===== src/rtl/gb_eq_pkg.sv =====
// rtl/gb_eq_pkg.sv - shared types and constants for the Gaussian-blur execution scheduler
package gb_eq_pkg;

  typedef enum logic [2:0] {
    ST_IDLE,
    ST_CFG,
    ST_RESP,
    ST_RUN,
    ST_FIN
  } sched_state_e;

  localparam logic [31:0] AP_START      = 32'h1;
  localparam logic [4:0]  CTRL_ADDR_DEF = 5'h00;
  localparam logic [1:0]  BRESP_OKAY    = 2'b00;

endpackage


===== src/rtl/axil_single_write.sv =====
// rtl/axil_single_write.sv - one-beat AXI-Lite write master with independent AW/W handshakes
module axil_single_write
  import gb_eq_pkg::*;
#(
  parameter int                 ADDR_W = 5,
  parameter int                 DATA_W = 32,
  parameter logic [ADDR_W-1:0]  ADDR   = '0,
  parameter logic [DATA_W-1:0]  DATA   = '0
) (
  input  logic                  clk,
  input  logic                  rst,
  input  logic                  start_i,
  input  logic                  abort_i,
  input  logic                  awready_i,
  input  logic                  wready_i,
  input  logic                  bvalid_i,
  input  logic [1:0]            bresp_i,
  output logic                  awvalid_o,
  output logic [ADDR_W-1:0]     awaddr_o,
  output logic                  wvalid_o,
  output logic [DATA_W-1:0]     wdata_o,
  output logic [DATA_W/8-1:0]   wstrb_o,
  output logic                  bready_o,
  output logic                  busy_o,
  output logic                  addr_done_o,
  output logic                  ok_o,
  output logic                  err_o
);

  logic aw_pend_q, aw_pend_d;
  logic w_pend_q, w_pend_d;
  logic resp_q, resp_d;
  logic aw_hs, w_hs, b_hs;

  assign aw_hs = aw_pend_q & awready_i;
  assign w_hs  = w_pend_q & wready_i;
  assign b_hs  = resp_q & bvalid_i;

  // Address phase completes when every still-pending channel handshakes this cycle.
  assign addr_done_o = (aw_pend_q | w_pend_q) & (~aw_pend_q | awready_i) & (~w_pend_q | wready_i);

  assign awvalid_o = aw_pend_q;
  assign wvalid_o  = w_pend_q;
  assign bready_o  = resp_q;
  assign awaddr_o  = ADDR;
  assign wdata_o   = DATA;
  assign wstrb_o   = '1;
  assign busy_o    = aw_pend_q | w_pend_q | resp_q;
  assign ok_o      = b_hs & (bresp_i == BRESP_OKAY);
  assign err_o     = b_hs & (bresp_i != BRESP_OKAY);

  always_comb begin
    aw_pend_d = aw_pend_q;
    w_pend_d  = w_pend_q;
    resp_d    = resp_q;
    if (abort_i) begin
      aw_pend_d = 1'b0;
      w_pend_d  = 1'b0;
      resp_d    = 1'b0;
    end else if (start_i) begin
      aw_pend_d = 1'b1;
      w_pend_d  = 1'b1;
      resp_d    = 1'b0;
    end else begin
      if (aw_hs)       aw_pend_d = 1'b0;
      if (w_hs)        w_pend_d  = 1'b0;
      if (addr_done_o) resp_d    = 1'b1;
      if (b_hs)        resp_d    = 1'b0;
    end
  end

  always_ff @(posedge clk or posedge rst) begin
    if (rst) begin
      aw_pend_q <= 1'b0;
      w_pend_q  <= 1'b0;
      resp_q    <= 1'b0;
    end else begin
      aw_pend_q <= aw_pend_d;
      w_pend_q  <= w_pend_d;
      resp_q    <= resp_d;
    end
  end

endmodule


===== src/rtl/gb_exec_sched.sv =====
// rtl/gb_exec_sched.sv - per-instruction scheduler: ap_start write, step gating, HLS drain and watchdog
module gb_exec_sched
  import gb_eq_pkg::*;
#(
  parameter int                    CFG_ADDR_W = 5,
  parameter int                    CFG_DATA_W = 32,
  parameter logic [CFG_ADDR_W-1:0] CTRL_ADDR  = CFG_ADDR_W'(CTRL_ADDR_DEF),
  parameter int                    DRAIN      = 6,
  parameter int                    TMO_W      = 16
) (
  input  logic                    clk,
  input  logic                    rst,
  input  logic                    exec_valid,
  output logic                    exec_ready,
  output logic                    done,
  output logic                    timeout,
  output logic                    cfg_err,
  input  logic                    ila_complete,
  input  logic                    hls_complete,
  output logic                    ila_step,
  output logic                    hls_step,
  output logic                    s_axi_config_AWVALID,
  input  logic                    s_axi_config_AWREADY,
  output logic [CFG_ADDR_W-1:0]   s_axi_config_AWADDR,
  output logic                    s_axi_config_WVALID,
  input  logic                    s_axi_config_WREADY,
  output logic [CFG_DATA_W-1:0]   s_axi_config_WDATA,
  output logic [CFG_DATA_W/8-1:0] s_axi_config_WSTRB,
  input  logic                    s_axi_config_BVALID,
  output logic                    s_axi_config_BREADY,
  input  logic [1:0]              s_axi_config_BRESP
);

  localparam int             DW        = $clog2(DRAIN + 1);
  localparam logic [DW-1:0]  DRAIN_CNT = DW'(DRAIN);

  sched_state_e     state_q, state_d;
  logic             ila_fin_q, ila_fin_d;
  logic [DW-1:0]    drain_q, drain_d;
  logic [TMO_W-1:0] tmo_q, tmo_d;
  logic             wr_start, wr_abort, wr_busy, wr_addr_done, wr_ok, wr_err;
  logic             active;

  axil_single_write #(
    .ADDR_W (CFG_ADDR_W),
    .DATA_W (CFG_DATA_W),
    .ADDR   (CTRL_ADDR),
    .DATA   (CFG_DATA_W'(AP_START))
  ) u_wr (
    .clk         (clk),
    .rst         (rst),
    .start_i     (wr_start),
    .abort_i     (wr_abort),
    .awready_i   (s_axi_config_AWREADY),
    .wready_i    (s_axi_config_WREADY),
    .bvalid_i    (s_axi_config_BVALID),
    .bresp_i     (s_axi_config_BRESP),
    .awvalid_o   (s_axi_config_AWVALID),
    .awaddr_o    (s_axi_config_AWADDR),
    .wvalid_o    (s_axi_config_WVALID),
    .wdata_o     (s_axi_config_WDATA),
    .wstrb_o     (s_axi_config_WSTRB),
    .bready_o    (s_axi_config_BREADY),
    .busy_o      (wr_busy),
    .addr_done_o (wr_addr_done),
    .ok_o        (wr_ok),
    .err_o       (wr_err)
  );

  assign active = (state_q == ST_CFG) | (state_q == ST_RESP) | (state_q == ST_RUN);

  always_comb begin
    state_d    = state_q;
    ila_fin_d  = ila_fin_q;
    drain_d    = drain_q;
    tmo_d      = tmo_q;
    exec_ready = 1'b0;
    done       = 1'b0;
    timeout    = 1'b0;
    cfg_err    = 1'b0;
    ila_step   = 1'b0;
    hls_step   = 1'b0;
    wr_start   = 1'b0;
    wr_abort   = 1'b0;
    if (active) tmo_d = tmo_q + TMO_W'(1);
    case (state_q)
      ST_IDLE: begin
        exec_ready = ~wr_busy;
        if (exec_valid && !wr_busy) begin
          state_d   = ST_CFG;
          ila_fin_d = 1'b0;
          drain_d   = '0;
          tmo_d     = '0;
          wr_start  = 1'b1;
        end
      end
      ST_CFG: begin
        if (wr_addr_done) state_d = ST_RESP;
      end
      ST_RESP: begin
        if (wr_ok) begin
          state_d = ST_RUN;
        end else if (wr_err) begin
          cfg_err = 1'b1;
          state_d = ST_IDLE;
        end
      end
      ST_RUN: begin
        ila_step = ~ila_fin_q & ~ila_complete;
        hls_step = drain_q < DRAIN_CNT;
        if (ila_complete) ila_fin_d = 1'b1;
        // Any drop of hls_complete restarts the drain window from zero.
        if (hls_complete) begin
          if (drain_q < DRAIN_CNT) drain_d = drain_q + DW'(1);
        end else begin
          drain_d = '0;
        end
        if (ila_fin_q && drain_q == DRAIN_CNT) state_d = ST_FIN;
      end
      ST_FIN: begin
        done    = 1'b1;
        state_d = ST_IDLE;
      end
      default: state_d = ST_IDLE;
    endcase
    // Watchdog overrides any other outcome of this cycle.
    if (active && tmo_q == {TMO_W{1'b1}}) begin
      timeout  = 1'b1;
      cfg_err  = 1'b0;
      wr_abort = 1'b1;
      state_d  = ST_IDLE;
    end
  end

  always_ff @(posedge clk or posedge rst) begin
    if (rst) begin
      state_q   <= ST_IDLE;
      ila_fin_q <= 1'b0;
      drain_q   <= '0;
      tmo_q     <= '0;
    end else begin
      state_q   <= state_d;
      ila_fin_q <= ila_fin_d;
      drain_q   <= drain_d;
      tmo_q     <= tmo_d;
    end
  end

endmodule


===== config.mk =====
export PLATFORM = sky130hd
export DESIGN_NAME = gb_exec_sched
export DESIGN_NICKNAME = d
export VERILOG_FILES = /design/src/rtl/gb_eq_pkg.sv /design/src/rtl/axil_single_write.sv /design/src/rtl/gb_exec_sched.sv
export SDC_FILE = /design/constraint.sdc
export NUM_CORES = 1
export LEC_CHECK = 0
export ABC_CLOCK_PERIOD_IN_PS = 5300
export CAP_MARGIN = 20
export CORE_AREA = 5 5 67 69
export CTS_CLUSTER_SIZE = 40
export DETAILED_ROUTE_END_ITERATION = 6
export DIE_AREA = 0 0 72 74
export PLACE_DENSITY = 0.81
export SETUP_SLACK_MARGIN = 0.2
export SLEW_MARGIN = 20
export SYNTH_ARGS = -nofsm -noshare
export SYNTH_HDL_FRONTEND = slang
export SYNTH_SLANG_ARGS = --single-unit

===== constraint.sdc =====
create_clock -name clk -period 5.3 [get_ports clk]
set_clock_uncertainty 0.2 [all_clocks]
set_input_delay 0.53 -clock clk [delete_from_list [all_inputs] [get_ports clk]]
set_output_delay 0.53 -clock clk [all_outputs]
set_load 0.02 [all_outputs]

==> impl_metrics.yaml, run 1 <==
route:
  wl_mm: 3.13
  drt-initial-drc-count: 70
  vias_per_cell: 4.88
  drc: 0
  first_pass_iters: 4
  vias: 1288
  detail-route-antenna-nets: 0
  wire_per_inst_um: 11.8
power_and_ir_drop:
  peakVddDrop_mv: 0.148
  p_per_area_mw_per_mm2: 419
  cellLeakagePower_nw: 0.875
timing:
  setup_viol: 0
  fin_crit_sh: 0.604
  timing.fmax_mhz: 312
  rsz0062_at_grt: "no"
  drv_slew: 0
  setup_tns_ns: 0
  final_hold_viol_count: 0
  tightest_slew_ns: 0.975
  fin_crit_ns: 3.20
  whs_ns: 0.320
  slew_headroom: 0.350
synth:
  synth.distinct_cells: 41
  synth_top_area_frac: 0.364
  synth_area_leaders: "dfrtp_1 36%, buf_4 18%, nand2_1 3.6%, a21oi_1 3.4%, nor2_1 2.7%"
  yosys_most_used_dff: "dfrtp_1"
  ys_seq_elements: 26
  synthCells: 200
  yosysSeqAreaShare: 0.364
  synth_warnings: 0
  syn_avg_cell_area_um2: 8.95
  synth_top_cell_by_area: "dfrtp_1"
  synth_edf_count: 0
  synth_area_mm2: 0.00179
  synth-async-reset-ratio: 1.00
floorplan:
  io_pins: 60
  die_area_mm2: 0.00533
  die_w_um: 72
  start_util: 0.464
  die_h_um: 74
  fp-row-count: 23
  core_area_mm2: 0.00386
critical_path:
  critPathBufInv: 1
  slowest_stage: "clkdlybuf4s50_1"
  cp_top_family: "simple AND/OR/NAND/NOR gates"
  cp_data_required_time_ns: 4.57
  cpPeakStageDelay_ns: 0.63
  cp_max_fo: 13
  reg2regPathDepth: 4
  cp.depth: 5
  path_cells: "o21ba_4 -> and3_1 -> and4_1 -> nor4_2 -> clkdlybuf4s50_1"
  start_kind: "flip-flop"
  r2r_start: "state_q[1]"
  critPathKind: "reg2out"
  reg2reg_to: "drain_q[0]"
  arrival_ns: 2.47
  r2r_setup_slack_ns: 3.06
  critPathCaptureType: "primary output"
job:
  maxCapViolCount: 0
final_layout:
  nFillCells: 369
  diodes: 0
  multiInputGateArea_um2: 923
  layout_commonest_cell: "conb_1"
  layout-drive-gt1-share: 0.0514
  final-seq-area_um2: 651
  nets: 229
  syn2layout_area_growth_pct: 5.31
  mostFrequentLayoutCells: "41 x conb_1, 26 x dfrtp_1, 18 x clkdlybuf4s50_1, 17 x nand2_1, 13 x nor2_1"
hold_path:
  min_path_cells: 1
  whs_endpoint: "tmo_q[10]"
  hold_path.startpoint: "tmo_q[10]"
  hold_class: "reg2reg"
global_routing:
  grt_pass1_wl_mm: 5.06
  track_usage: 0.119
  grt_antenna_before_repair: 0
  grt_remaining_overflow: 0
  grt_pass1_vias: 1171
  grt_max_degree: 27
place:
  numPortBuffers: 18
  routabilityCongestion: 0.775
  dp_hpwl_mm: 2.42
clocking:
  clockBufferDepth: 2
  worstSkewPairLatency_ns: 0.26
  clk_pin_slew_ns: 0.08
  post_cts_resized: 0
  hold_buffers: 0
  cts.sink_count: 26
  post_cts_buffers: 0
  cts_made_buffers: 3
  htree_levels: 1
  cts_root_buffer: "clkbuf_8"
  cts_tree: "done"
status:
  outcome: "finished clean"
==> logic make-up (layout without fill, tap and decap cells) <==
group	Yosys count	in the layout	share of synthesized area
AO/OA/AOI/OAI	35	35	0.135
flip-flops	26	26	0.364
adder cells (fa/ha/maj)	3	3	0.0210
AND/OR/NAND/NOR	73	73	0.232
XOR/XNOR	5	5	0.0245
other	2	41	0.00420
buffers and inverters	53	28	0.202
multiplexers	3	3	0.0175
==> stage by stage <==
stage | total power, mW | area, um^2 | instances | util | setup WS (ns)
after floorplan | 0.615 | 1940 | 239 | - | 2.85
after global placement | 0.676 | 1840 | 261 | 0.478 | 2.43
after detailed placement | 0.687 | 1840 | 261 | 0.478 | 2.38
after CTS | 0.796 | 1880 | 264 | 0.489 | 2.08
after global routing | 0.861 | 1880 | 264 | 0.489 | 1.93
final | 0.789 | 1880 | 264 | 0.489 | 2.10
==> sequential cells by signal, summed over array words and instances (netlist names) <==
name,count
drain_q,3
u_wr.awvalid_o,1
ila_fin_q,1
u_wr.bready_o,1
tmo_q,16
u_wr.wvalid_o,1
state_q,3
==> power breakdown <==
| part | internal [mW] | switching [mW] |
|---|---|---|
| clock | 0.0508 | 0.0566 |
| sequential | 0.258 | 0.0842 |
| combinational | 0.147 | 0.194 |
| total | 0.455 | 0.334 |
==> cell usage after synthesis (2+ instances only) <==
cell type and n:
nand3_1 7, dfrtp_1 26, nor3_1 4, inv_1 7, nand4_1 7, o31ai_1 3, nand2_1 17, o211ai_1 2
nor2_1 13, a21o_1 3, conb_1 2, a21oi_1 12, and4_1 3, nand2b_1 5, nor4_2 2, xor2_1 2
mux2i_1 2, or3_1 2, or4_1 2, buf_2 4, o21ai_0 6, and3_1 4, ha_1 3, buf_4 42
xnor2_1 3, a211o_1 2
==> how the worst max path moves through the flow <==
stage | start | end | slack, ns
after CTS | state_q[1] | cfg_err | 2.08
after global placement | state_q[1] | cfg_err | 2.43
after global routing | state_q[1] | cfg_err | 1.93
after detailed placement | state_q[1] | cfg_err | 2.38
after floorplan | tmo_q[9] | cfg_err | 2.85
final | state_q[1] | cfg_err | 2.10
==> routing by layer <==
metal  GRT usage  routed length (um)  part of all wire  up-vias
met4      0.0459                  21            0.0067        0
met2       0.199                1470              0.47       47
met3      0.0324                 259             0.083        2
li1            -                   -                 -      644
met5           0                   0                 0        -
met1       0.148                1380              0.44      595
==> area by class of cell <==
| class | count | area share |
|---|---|---|
| clock buffer | 3 | 0.0219 |
| inverter | 7 | 0.0139 |
| tap | 50 | 0.0332 |
| sequential | 26 | 0.345 |
| timing repair buffer | 18 | 0.0956 |
| multi-input combinational | 160 | 0.490 |
No activity file was read; power rests on OpenSTA's default activity.
==> run 2: changes to the inputs <==
--- a/config.mk
+++ b/config.mk
@@ -5,13 +5,13 @@
 export SDC_FILE = /design/constraint.sdc
 export NUM_CORES = 1
 export LEC_CHECK = 0
-export ABC_CLOCK_PERIOD_IN_PS = 5300
+export ABC_CLOCK_PERIOD_IN_PS = 2900
 export CAP_MARGIN = 20
-export CORE_AREA = 5 5 67 69
+export CORE_AREA = 5 5 73 75
 export CTS_CLUSTER_SIZE = 40
 export DETAILED_ROUTE_END_ITERATION = 6
-export DIE_AREA = 0 0 72 74
-export PLACE_DENSITY = 0.81
+export DIE_AREA = 0 0 78 80
+export PLACE_DENSITY = 0.72
 export SETUP_SLACK_MARGIN = 0.2
 export SLEW_MARGIN = 20
 export SYNTH_ARGS = -nofsm -noshare
==> constraint.sdc (replaced) <==
create_clock -name clk -period 2.9 [get_ports clk]
set_clock_uncertainty 0.2 [all_clocks]
set_input_delay 0.29 -clock clk [delete_from_list [all_inputs] [get_ports clk]]
set_output_delay 0.29 -clock clk [all_outputs]
set_load 0.02 [all_outputs]
==> run 2 against run 1 <==
Sequential power up 75%; combinational power increased by 100%; register-to-register slack got worse by 2.3 ns; sequential share of layout area is 0.74 points lower; global-route usage is 1.5 points lower; clock power increased by 87%; die area rose by 17%; critical path type unchanged; critical endpoint is now exec_ready.
==> impl_metrics.yaml, run 2 (synthesis gave the netlist of run 1 again) <==
clocking:
  post_cts_buffers: 0
  clockBufferDepth: 2
  cts_root_buffer: "clkbuf_8"
  cts_tree: "done"
  cts_made_buffers: 3
  htree_levels: 1
  clk_pin_slew_ns: 0.08
  worstSkewPairLatency_ns: 0.27
  cts.sink_count: 26
power_and_ir_drop:
  peakVddDrop_mv: 0.203
  comb_power_share: 0.464
  p_per_area_mw_per_mm2: 773
  clkPwrFrac: 0.134
  sw_frac_of_total: 0.426
  p_int_mw: 0.854
  power_mw: 1.49
  power_switching_mw: 0.634
  cellLeakagePower_nw: 0.919
  sequentialPowerShare: 0.401
route:
  drc: 0
  wl_mm: 3.34
  wire_per_inst_um: 12.3
  vias: 1336
  vias_per_cell: 4.91
  detail-route-antenna-nets: 0
  first_pass_iters: 4
  drt-initial-drc-count: 38
global_routing:
  grt_remaining_overflow: 0
  grt_pass1_vias: 1205
  grt_pass1_wl_mm: 5.29
  grt_antenna_before_repair: 0
  track_usage: 0.104
  grt_max_degree: 27
final_layout:
  diodes: 0
  layout_commonest_cell: "conb_1"
  syn2layout_area_growth_pct: 7.62
  layout-drive-gt1-share: 0.0780
  largest_register: "tmo_q"
  reg.largest.list: "tmo_q x16, drain_q x3, state_q x3"
  mostFrequentLayoutCells: "41 x conb_1, 26 x dfrtp_1, 17 x nand2_1, 16 x clkdlybuf4s50_1"
  nets: 233
  largest_reg_flops: 16
critical_path:
  arrival_ns: 2.05
  startpoint: "state_q[1]"
  cp_max_fo: 12
  critPathBufInv: 2
  critPathKind: "reg2out"
  slowest_stage: "clkdlybuf4s50_1"
  cp_data_required_time_ns: 2.41
  cpPeakStageDelay_ns: 0.60
  critPathCaptureType: "primary output"
  r2r_start: "state_q[1]"
  cp_top_family: "buffers and inverters"
  start_kind: "flip-flop"
  path_cells: "buf_4 -> nor4_1 -> nand2_1 -> nor2_1 -> clkdlybuf4s50_1"
status:
  outcome: "finished clean"
timing:
  fin_crit_sh: 0.876
  slew_headroom: 0.589
  setup_viol: 0
  setup_tns_ns: 0
  timing.fmax_mhz: 394
  final_hold_viol_count: 0
  rsz0062_at_grt: "no"
  fin_crit_ns: 2.54
  drv_slew: 0
  tightest_slew_ns: 0.611
place:
  dp_hpwl_mm: 2.62
  numPortBuffers: 18
  routabilityCongestion: 0.764
hold_path:
  hold_class: "in2async"
floorplan:
  die_w_um: 78
  die_h_um: 80
  die_area_mm2: 0.00624
  core_area_mm2: 0.00460
  start_util: 0.389
  fp-row-count: 25
  io_pins: 60
job:
  maxCapViolCount: 0
run 2: worst paths after layout:
| kind | endpoint | slack (ns) | depth (start not counted) |
|---|---|---|---|
| worst min-delay path | tmo_q[4] | 0.16 | 3 |
| max in group asynchronous | tmo_q[2] | 2.09 | 3 |
| worst max-delay path | exec_ready | 0.36 | 5 |
| worst max register to register | tmo_q[15] | 0.81 | 6 |
| min in group clk | tmo_q[10] | 0.33 | 1 |
| worst min register to register | tmo_q[10] | 0.33 | 1 |
run 2: cell type report:
class | count | area (um^2)
Multi-Input combinational cell | 160 | 928
Inverter | 7 | 26.3
Clock buffer | 3 | 41.3
Sequential cell | 26 | 651
Timing Repair Buffer | 22 | 211
Fill cell | 464 | 2670
Tap cell | 54 | 67.6
run 2: timing repair:
action                     4_1_cts  5_1_grt
setup endpoints to repair        2        1
hold buffers                     0        0
gates resized for setup          2        3
cloned                           0        0
pin swaps                        0        1
run 2: worst min-delay path, cell delays in order:
cell,delay [ns]
clkdlybuf4s50_1,0.39
inv_1,0.05
buf_4,0.30
run 2: power by group through the flow:
| stage | combinational (mW) | sequential, mW | clock (mW) |
|---|---|---|---|
| after global routing | 0.765 | 0.614 | 0.219 |
| final | 0.691 | 0.597 | 0.200 |
| after floorplan | 0.523 | 0.602 | 0 |
| after detailed placement | 0.692 | 0.603 | 0 |
| after global placement | 0.679 | 0.593 | 0 |
| after CTS | 0.695 | 0.595 | 0.206 |
run 2: per-layer routing:
| layer | share of wire | GRT usage | up-vias | wire length [um] |
|---|---|---|---|---|
| met2 | 0.47 | 0.163 | 43 | 1570 |
| met4 | 0.025 | 0.0591 | 0 | 82 |
| met1 | 0.43 | 0.125 | 632 | 1420 |
| met5 | 0 | 0 | - | 0 |
| li1 | - | - | 654 | - |
| met3 | 0.080 | 0.0316 | 7 | 268 |
run 2: metrics by stage:
| stage | cells | hold WS [ns] | cell area, um^2 | setup slack (ns) | util |
|---|---|---|---|---|---|
| 5_1_grt | 272 | 0.200 | 1930 | 0.225 | 0.419 |
| 6_report | 272 | 0.159 | 1930 | 0.361 | 0.419 |
| 3_5_place_dp | 269 | 0.312 | 1880 | 0.311 | 0.408 |
| 2_1_floorplan | 239 | 0.130 | 1940 | 0.693 | - |
| 4_1_cts | 272 | 0.169 | 1920 | 0.216 | 0.417 |
| 3_3_place_gp | 269 | 0.297 | 1880 | 0.354 | 0.408 |
